===== src/rtl/video_pattern_gen_if.sv =====
// video_pattern_gen_if: RGB565 raster stream plus frame status from the pattern generator
interface video_pattern_gen_if;
  logic        pg_hs;
  logic        pg_vs;
  logic        pg_de;
  logic [15:0] pg_data;
  logic [15:0] pg_frame_cnt;
  logic        pg_frame_done;
  modport master (output pg_hs, pg_vs, pg_de, pg_data, pg_frame_cnt, pg_frame_done);
  modport slave  (input  pg_hs, pg_vs, pg_de, pg_data, pg_frame_cnt, pg_frame_done);
endinterface


===== src/rtl/video_pattern_gen.sv =====
// video_pattern_gen: raster-timed RGB565 test pattern source with frame-boundary config shadowing
module video_pattern_gen #(
  parameter int H_DISP = 1280,
  parameter int H_FP   = 110,
  parameter int H_SYNC = 40,
  parameter int H_BP   = 220,
  parameter int V_DISP = 720,
  parameter int V_FP   = 5,
  parameter int V_SYNC = 5,
  parameter int V_BP   = 20
) (
  input  logic                       clk,
  input  logic                       rst_n,
  input  logic [31:0]                PG_CR,
  input  logic [15:0]                PG_COLOR,
  output logic                       pg_clk,
  video_pattern_gen_if.master        vo
);
  localparam int H_TOTAL = H_DISP + H_FP + H_SYNC + H_BP;
  localparam int V_TOTAL = V_DISP + V_FP + V_SYNC + V_BP;
  localparam int BAR_W   = H_DISP / 8;
  localparam logic [15:0] BARS [8] = '{16'hFFFF, 16'hFFE0, 16'h07FF, 16'h07E0,
                                       16'hF81F, 16'hF800, 16'h001F, 16'h0000};
  typedef enum logic {IDLE, RUN} state_t;
  state_t      state;
  logic [10:0] h_cnt;
  logic [9:0]  v_cnt;
  logic [10:0] bar_px;
  logic [2:0]  bar_idx;
  logic [1:0]  sh_mode;
  logic        sh_scroll;
  logic [15:0] sh_color;
  logic        h_end, v_end, frame_end, bar_end, active, hs, vs;
  logic [7:0]  s, p;
  logic [10:0] cx;
  logic [15:0] pix;
  logic        unused_cr;
  assign pg_clk    = clk;
  assign unused_cr = ^PG_CR[31:4];
  always_comb begin
    h_end     = h_cnt == 11'(H_TOTAL - 1);
    v_end     = v_cnt == 10'(V_TOTAL - 1);
    frame_end = h_end && v_end;
    bar_end   = bar_px == 11'(BAR_W - 1);
    active    = h_cnt < 11'(H_DISP) && v_cnt < 10'(V_DISP);
    hs        = h_cnt >= 11'(H_DISP + H_FP) && h_cnt < 11'(H_DISP + H_FP + H_SYNC);
    vs        = v_cnt >= 10'(V_DISP + V_FP) && v_cnt < 10'(V_DISP + V_FP + V_SYNC);
    s         = sh_scroll ? vo.pg_frame_cnt[7:0] : 8'd0;
    p         = h_cnt[7:0] + s;
    cx        = h_cnt + {3'd0, s};
    pix       = sh_mode == 2'd0 ? sh_color :
                sh_mode == 2'd1 ? BARS[bar_idx] :
                sh_mode == 2'd2 ? {p[7:3], p[7:2], p[7:3]} :
                (cx[5] ^ v_cnt[5]) ? sh_color : 16'h0000;
  end
  always_ff @(posedge clk) begin
    if (!rst_n) begin
      state            <= IDLE;
      h_cnt            <= '0;
      v_cnt            <= '0;
      bar_px           <= '0;
      bar_idx          <= '0;
      sh_mode          <= '0;
      sh_scroll        <= 1'b0;
      sh_color         <= '0;
      vo.pg_hs         <= 1'b0;
      vo.pg_vs         <= 1'b0;
      vo.pg_de         <= 1'b0;
      vo.pg_data       <= '0;
      vo.pg_frame_cnt  <= '0;
      vo.pg_frame_done <= 1'b0;
    end else if (state == IDLE) begin
      vo.pg_hs         <= 1'b0;
      vo.pg_vs         <= 1'b0;
      vo.pg_de         <= 1'b0;
      vo.pg_data       <= '0;
      vo.pg_frame_done <= 1'b0;
      if (PG_CR[0]) begin
        state     <= RUN;
        sh_mode   <= PG_CR[2:1];
        sh_scroll <= PG_CR[3];
        sh_color  <= PG_COLOR;
      end
    end else begin
      vo.pg_hs         <= hs;
      vo.pg_vs         <= vs;
      vo.pg_de         <= active;
      vo.pg_data       <= active ? pix : 16'h0000;
      vo.pg_frame_done <= frame_end;
      h_cnt            <= h_end ? 11'd0 : h_cnt + 11'd1;
      bar_px           <= (h_end || bar_end) ? 11'd0 : bar_px + 11'd1;
      bar_idx          <= h_end ? 3'd0 : bar_idx + 3'(bar_end);
      if (h_end)
        v_cnt <= v_end ? 10'd0 : v_cnt + 10'd1;
      if (frame_end) begin
        vo.pg_frame_cnt <= vo.pg_frame_cnt + 16'd1;
        sh_mode         <= PG_CR[2:1];
        sh_scroll       <= PG_CR[3];
        sh_color        <= PG_COLOR;
        if (!PG_CR[0])
          state <= IDLE;
      end
    end
  end
endmodule


===== src/flat_wrapper.sv =====
// flat-port wrapper written by rule: the top's interface ports become plain ports
module video_pattern_gen_flat 
#(
  parameter int H_DISP = 1280,
  parameter int H_FP   = 110,
  parameter int H_SYNC = 40,
  parameter int H_BP   = 220,
  parameter int V_DISP = 720,
  parameter int V_FP   = 5,
  parameter int V_SYNC = 5,
  parameter int V_BP   = 20
)
  (clk, rst_n, PG_CR, PG_COLOR, pg_clk, vo_pg_hs, vo_pg_vs, vo_pg_de, vo_pg_data, vo_pg_frame_cnt, vo_pg_frame_done);
  video_pattern_gen_if vo_i ();
  input  logic clk;
  input  logic rst_n;
  input  logic [31:0] PG_CR;
  input  logic [15:0] PG_COLOR;
  output logic pg_clk;
  output wire logic [$bits(vo_i.pg_hs)-1:0] vo_pg_hs;
  output wire logic [$bits(vo_i.pg_vs)-1:0] vo_pg_vs;
  output wire logic [$bits(vo_i.pg_de)-1:0] vo_pg_de;
  output wire logic [$bits(vo_i.pg_data)-1:0] vo_pg_data;
  output wire logic [$bits(vo_i.pg_frame_cnt)-1:0] vo_pg_frame_cnt;
  output wire logic [$bits(vo_i.pg_frame_done)-1:0] vo_pg_frame_done;
  assign vo_pg_hs = vo_i.pg_hs;
  assign vo_pg_vs = vo_i.pg_vs;
  assign vo_pg_de = vo_i.pg_de;
  assign vo_pg_data = vo_i.pg_data;
  assign vo_pg_frame_cnt = vo_i.pg_frame_cnt;
  assign vo_pg_frame_done = vo_i.pg_frame_done;
  video_pattern_gen #(.H_DISP(H_DISP), .H_FP(H_FP), .H_SYNC(H_SYNC), .H_BP(H_BP), .V_DISP(V_DISP), .V_FP(V_FP), .V_SYNC(V_SYNC), .V_BP(V_BP)) u_core (.clk(clk), .rst_n(rst_n), .PG_CR(PG_CR), .PG_COLOR(PG_COLOR), .pg_clk(pg_clk), .vo(vo_i));
endmodule

===== config.mk =====
export PLATFORM = sky130hd
export DESIGN_NAME = video_pattern_gen_flat
export DESIGN_NICKNAME = d
export VERILOG_FILES = /design/src/rtl/video_pattern_gen_if.sv /design/src/rtl/video_pattern_gen.sv /design/src/flat_wrapper.sv
export SDC_FILE = /design/constraint.sdc
export NUM_CORES = 1
export LEC_CHECK = 0
export CELL_PAD_IN_SITES_DETAIL_PLACEMENT = 0
export CELL_PAD_IN_SITES_GLOBAL_PLACEMENT = 1
export CORE_ASPECT_RATIO = 1.75
export CORE_MARGIN = 3
export CORE_UTILIZATION = 42
export CTS_BUF_LIST = sky130_fd_sc_hd__clkbuf_16
export CTS_CLUSTER_DIAMETER = 50
export DETAILED_ROUTE_END_ITERATION = 10
export PLACE_DENSITY_LB_ADDON = 0.1
export SLEW_MARGIN = 20
export SYNTH_ARGS = -nofsm -noshare
export SYNTH_HDL_FRONTEND = slang
export SYNTH_SLANG_ARGS = --single-unit

===== constraint.sdc =====
create_clock -name clk -period 5.3 [get_ports clk]
set_input_delay 1.06 -clock clk [delete_from_list [all_inputs] [get_ports clk]]
set_output_delay 1.06 -clock clk [all_outputs]
set_load 0.005 [all_outputs]

After elaboration in Yosys (flattened, before gate mapping):

Memories as Yosys holds them, arrays and structs flattened.
Cells that the tools add are included.

* input port bits: 50
* output and inout port bits: 37
* bits in registers: 91
* logic and storage cells: 72
* memories: 1
* memory bits (read-only): 128

* bitwise operators: 2
* $lt $le $gt $ge: 7
* add/subtract/negate cells: 7
* reduce and logical (&&, ||, !) cells: 12
* equal/unequal tests: 6
* muxes and demuxes: 23

Memories
* (name not given): words 8, bits a word 16, rd ports 1, clocked after memory_dff 0, wr ports 0, line video_pattern_gen.sv:52 `sh_mode == 2'd1 ? BARS[bar_idx] :`

Operators by type and width (number)
* $mux 16: 9
* $add 11x1->11 const B: 2
* $lt 11x11->1 const B: 2
* $mux 11: 2
* $lt 10x10->1 const B: 2
* $add 16x1->16 const B: 1
* $eq 11x11->1 const B: 1
* $eq 11x8->1 const B: 1
* $ge 11x11->1 const B: 1
* $add 10x1->10 const B: 1
* $eq 10x10->1 const B: 1
* $ge 10x10->1 const B: 1
* $mux 10: 1
* $add 8x8->8: 1
* $mux 8: 1
* $reduce_and 2->1: 4
* $add 6x6->6: 1
* $mux 1: 6
* $mux 2: 3
* $ge 4x4->1 const B: 1
* $logic_and 1x1->1: 4
* $not 3->4: 1
* $add 3x1->3: 1
* $mux 3: 1
* 8 further kinds: 8

Logic depth before layout (Yosys ltp):

* depth after elaboration: 7
* depth in mapped cells: 11
* depth with buffers taken out: 8

==> metrics list <==
* Outcome: complete, no violations
* Half-perimeter wire length of the detailed placement result: about 7.7 mm
- Global-route wire length before repair: around 18 mm
- In the synthesized netlist the dominant register cell turns out to be sky130_fd_sc_hd__dfxtp_1.
- Total global-route track usage: 0.183
- Proportion of synthesized chip area in sequential cells: 0.404
- In this run the count of I/O pins placed on the die edge is 87.
- Maximum number of pins on one net before global-route repair: 46
* Ant. Diodes: 0
- Die boundary width: 84.3 microns
* Worst clock skew on the final layout: 4.65 ps
- Drt drc: 0
* #FFs+latches synth: 91
- Number of enable-type register cells in the synthesized netlist: 0
- Core Region: about 0.010 sq mm
* Net total in the final layout: 636
* Starting utilization of the core area: 0.435
- Post-Synthesis Cells: 520
- Max_cap viols: 0
* Detailed-route vias per instance: roughly 5.2
- Number of antenna violations at the first check in global routing: 0
* Cell accounting for the most synthesized area: sky130_fd_sc_hd__dfxtp_1
- Area of the die: 0.0121 sq mm
- Uppermost metal layer occupied by signal nets: met4
- Final worst slack: 907 ps
* Worst-case headroom to the max-slew limit: 0.514
* Kind of critical path: clk -> out
- Once layout is complete, the cells apart from fillers number between 700 and 800.
* Critical path endpoint category: primary output
- Util after Layout: 0.533
- Area of the mapped netlist: 0.00451 sq mm
* YS warnings: 0
* Peak supply drop: 0.323 mV
* Total via count in the routed design: 3,685
* Startpoint of the worst register-to-register path: u_core.h_cnt[0]
- The endpoint identified for the worst register-to-register timing path is u_core.sh_color[6].
- Net count after synthesis: 585
* Layout overhead on the synthesized area: 22.4%
* Synth top area share: 0.404
- DRT met1 WL: 4.29 mm
- A synthesized cell averages 8.67 sq um.
* Die Y: 143 microns
- Counting the fill cells in the layout gives 1,015.
- Along the worst hold path, the cell count comes to 2.
- The max-slew violation count came to 0.
- In the post-synthesis netlist, the biggest area contributors are sky130_fd_sc_hd__dfxtp_1, sky130_fd_sc_hd__nor2_1, sky130_fd_sc_hd__xnor2_1.
- WL final: approximately 11 mm
- Wire length on met3: 359 microns
- The pre-antenna-repair detailed-routing pass consisted of 4 iterations.
* Via count of the first global-routing pass: 3,643
* Total setup violations reported at the end of the flow: 0
- # rows: slightly below 50
* Cell count of the worst reg-to-reg path: 8
* Final sum of negative setup slack: 0 ps
- FFs w/ async S/R, synth: 0
- PnR Total Power: 0.00157 W
- For hold timing, the worst endpoint is u_core.vo.pg_data[6].
* Worst Min Path Start: u_core.sh_color[6]
- RSZ-0062 raised after global routing: no
- Of all nets on the critical path, the largest fanout is 2.
* Total of cells resized after clock tree synthesis: 0
- TritonCTS built the clock tree.
* Number of buffers added on ports: 58
* Number of nets with antenna violations after detailed routing: 0
- DRC violation total after the first TritonRoute iteration: around 120
* Cell variety after synth: 54
- Summed over all layers, the global routing overflow is 0.
- Data required, critical path: 4240 ps
- In this run the register-to-register setup slack is 2270 ps.
- The number of setup buffers added after CTS is 0.
- Dividing the detail-routed wire length by the instance count gives 15.0 microns.
* Total power density per cell area: 285 mW/mm^2
- CP Launch Type: clock port
- OpenSTA, run right after detailed placement, puts the worst setup slack at approximately 1200 ps.
- Last weighted congestion value of the routability-driven placer: 0.904
* Share of cells above drive strength 1: 0.0503
- Clock-pin slew of the registers on the worst-case setup and hold paths: 60 ps
- The total count of hold-check failures in the final report came to 0.
* Path class of the lowest-slack min-delay path: reg -> reg
- The number of hold buffers added after CTS was 0.
* WL met2: 5.60 mm
- Slew @ Worst Pin: a little over 700 ps
- In this run, placement finished with an instance count of 684.
* Leakage power of the design: 1.97 nW
* Clock latency reported for the late side of the worst-skew pair: 450 ps
- Data arrival time of the critical path: 3330 ps
[power by group]
group | switching (W) | leakage [nW] | internal, W
clock network | 0.000286 | 0.182 | 0.000473
logic | 0.0000459 | 1.06 | 0.0000521
registers | 0.0000164 | 0.738 | 0.000700
total | 0.000348 | 1.97 | 0.00122
[flip-flops by register name, summed over array words and instances, names as in the netlist, 2 cells and up]
| signal | flops |
|---|---|
| u_core.sh_color | 16 |
| u_core.vo.pg_data | 16 |
| u_core.vo.pg_frame_cnt | 16 |
| u_core.bar_px | 11 |
| u_core.h_cnt | 11 |
| u_core.v_cnt | 10 |
| u_core.bar_idx | 3 |
| u_core.sh_mode | 2 |
[worst max path at each step]
stage | cells after the start | slack (ps) | from | end
6_report | 3 | 910 | clk | pg_clk
5_1_grt | 3 | 880 | clk | pg_clk
4_1_cts | 3 | 890 | clk | pg_clk
3_5_place_dp | 1 | 1180 | clk | pg_clk
3_3_place_gp | 1 | 1180 | clk | pg_clk
2_1_floorplan | 1 | 1480 | clk | pg_clk
[layer usage]
metal / vias to the layer above / track usage
li1: 1884 / -
met1: 1702 / 0.198
met2: 79 / 0.338
met3: 20 / 0.0404
met4: 0 / 0.0809
met5: - / 0
[layout by cell type, fill, tap and decap left out, types with 3 or more instances in the layout]
master / synthesis / final
sky130_fd_sc_hd__dfxtp_1: 91 / 91
sky130_fd_sc_hd__nor2_1: 61 / 61
sky130_fd_sc_hd__clkdlybuf4s50_1: 0 / 58
sky130_fd_sc_hd__nand2_1: 47 / 47
sky130_fd_sc_hd__nor2b_1: 27 / 27
sky130_fd_sc_hd__xnor2_1: 24 / 24
sky130_fd_sc_hd__xor2_1: 23 / 23
sky130_fd_sc_hd__and2_1: 21 / 21
sky130_fd_sc_hd__mux2i_1: 20 / 20
sky130_fd_sc_hd__a21oi_1: 18 / 18
sky130_fd_sc_hd__inv_1: 16 / 16
sky130_fd_sc_hd__ha_1: 15 / 15
sky130_fd_sc_hd__o21ai_0: 13 / 13
sky130_fd_sc_hd__nand4_1: 13 / 13
sky130_fd_sc_hd__nand3_1: 12 / 12
sky130_fd_sc_hd__clkbuf_16: 0 / 12
sky130_fd_sc_hd__or3_1: 11 / 11
sky130_fd_sc_hd__nor3_1: 9 / 9
sky130_fd_sc_hd__nand2b_1: 7 / 7
sky130_fd_sc_hd__a21boi_0: 6 / 6
sky130_fd_sc_hd__nor4_1: 5 / 5
sky130_fd_sc_hd__a211oi_1: 5 / 5
sky130_fd_sc_hd__buf_4: 1 / 5
sky130_fd_sc_hd__o21a_1: 4 / 4
sky130_fd_sc_hd__a221oi_1: 3 / 3
sky130_fd_sc_hd__and3_1: 3 / 3
sky130_fd_sc_hd__a21o_1: 3 / 3
[worst max-delay path, stage by stage]
cell and delay (ps):
sky130_fd_sc_hd__clkbuf_16 120, sky130_fd_sc_hd__clkbuf_16 130, sky130_fd_sc_hd__clkdlybuf4s50_1 440
[Yosys cell counts, drive strengths merged, types with 4 or more instances]
| master | count |
|---|---|
| nand3 | 12 |
| clkbuf | 20 |
| a21boi | 8 |
| buf | 6 |
| o21a | 4 |
| and2 | 21 |
| mux2i | 20 |
| a211oi | 5 |
| nand2b | 7 |
| nand4 | 13 |
| nor2 | 61 |
| nand2 | 47 |
| inv | 16 |
| a21oi | 18 |
| or3 | 11 |
| xnor2 | 24 |
| o21ai | 14 |
| dfxtp | 91 |
| nor4 | 5 |
| xor2 | 23 |
| ha | 15 |
| nor2b | 27 |
| nor3 | 11 |
[cell families after synthesis]
kind of cell / Yosys count / synth area share
xor gates and xnor gates: 48 / 0.0963
AOI/OAI and AO/OA: 75 / 0.112
buffers and inverters: 42 / 0.0427
adders and majority gates: 15 / 0.0416
muxes: 20 / 0.0444
and+or+nand+nor: 229 / 0.259
DFF: 91 / 0.404
[metrics by stage]
| stage | instance area (sq um) | hold slack (ps) |
|---|---|---|
| after detailed placement | 5150 | 486 |
| after global placement | 5150 | 483 |
| after floorplan | 4510 | 459 |
| final | 5520 | 502 |
| after CTS | 5520 | 504 |
| after global routing | 5520 | 516 |
[area by class of cell]
cell class              instances  area (sq um)  share of cell area
multi-input cells             387          2500               0.452
flip-flops and latches         91          1820               0.330
clock buffers                  13           310              0.0562
clock inverters                 7          67.6              0.0122
well taps                     127           159              0.0288
inverters                      16          60.1              0.0109
repair buffers                 62           608               0.110
No activity file was read; power rests on OpenSTA's default activity.
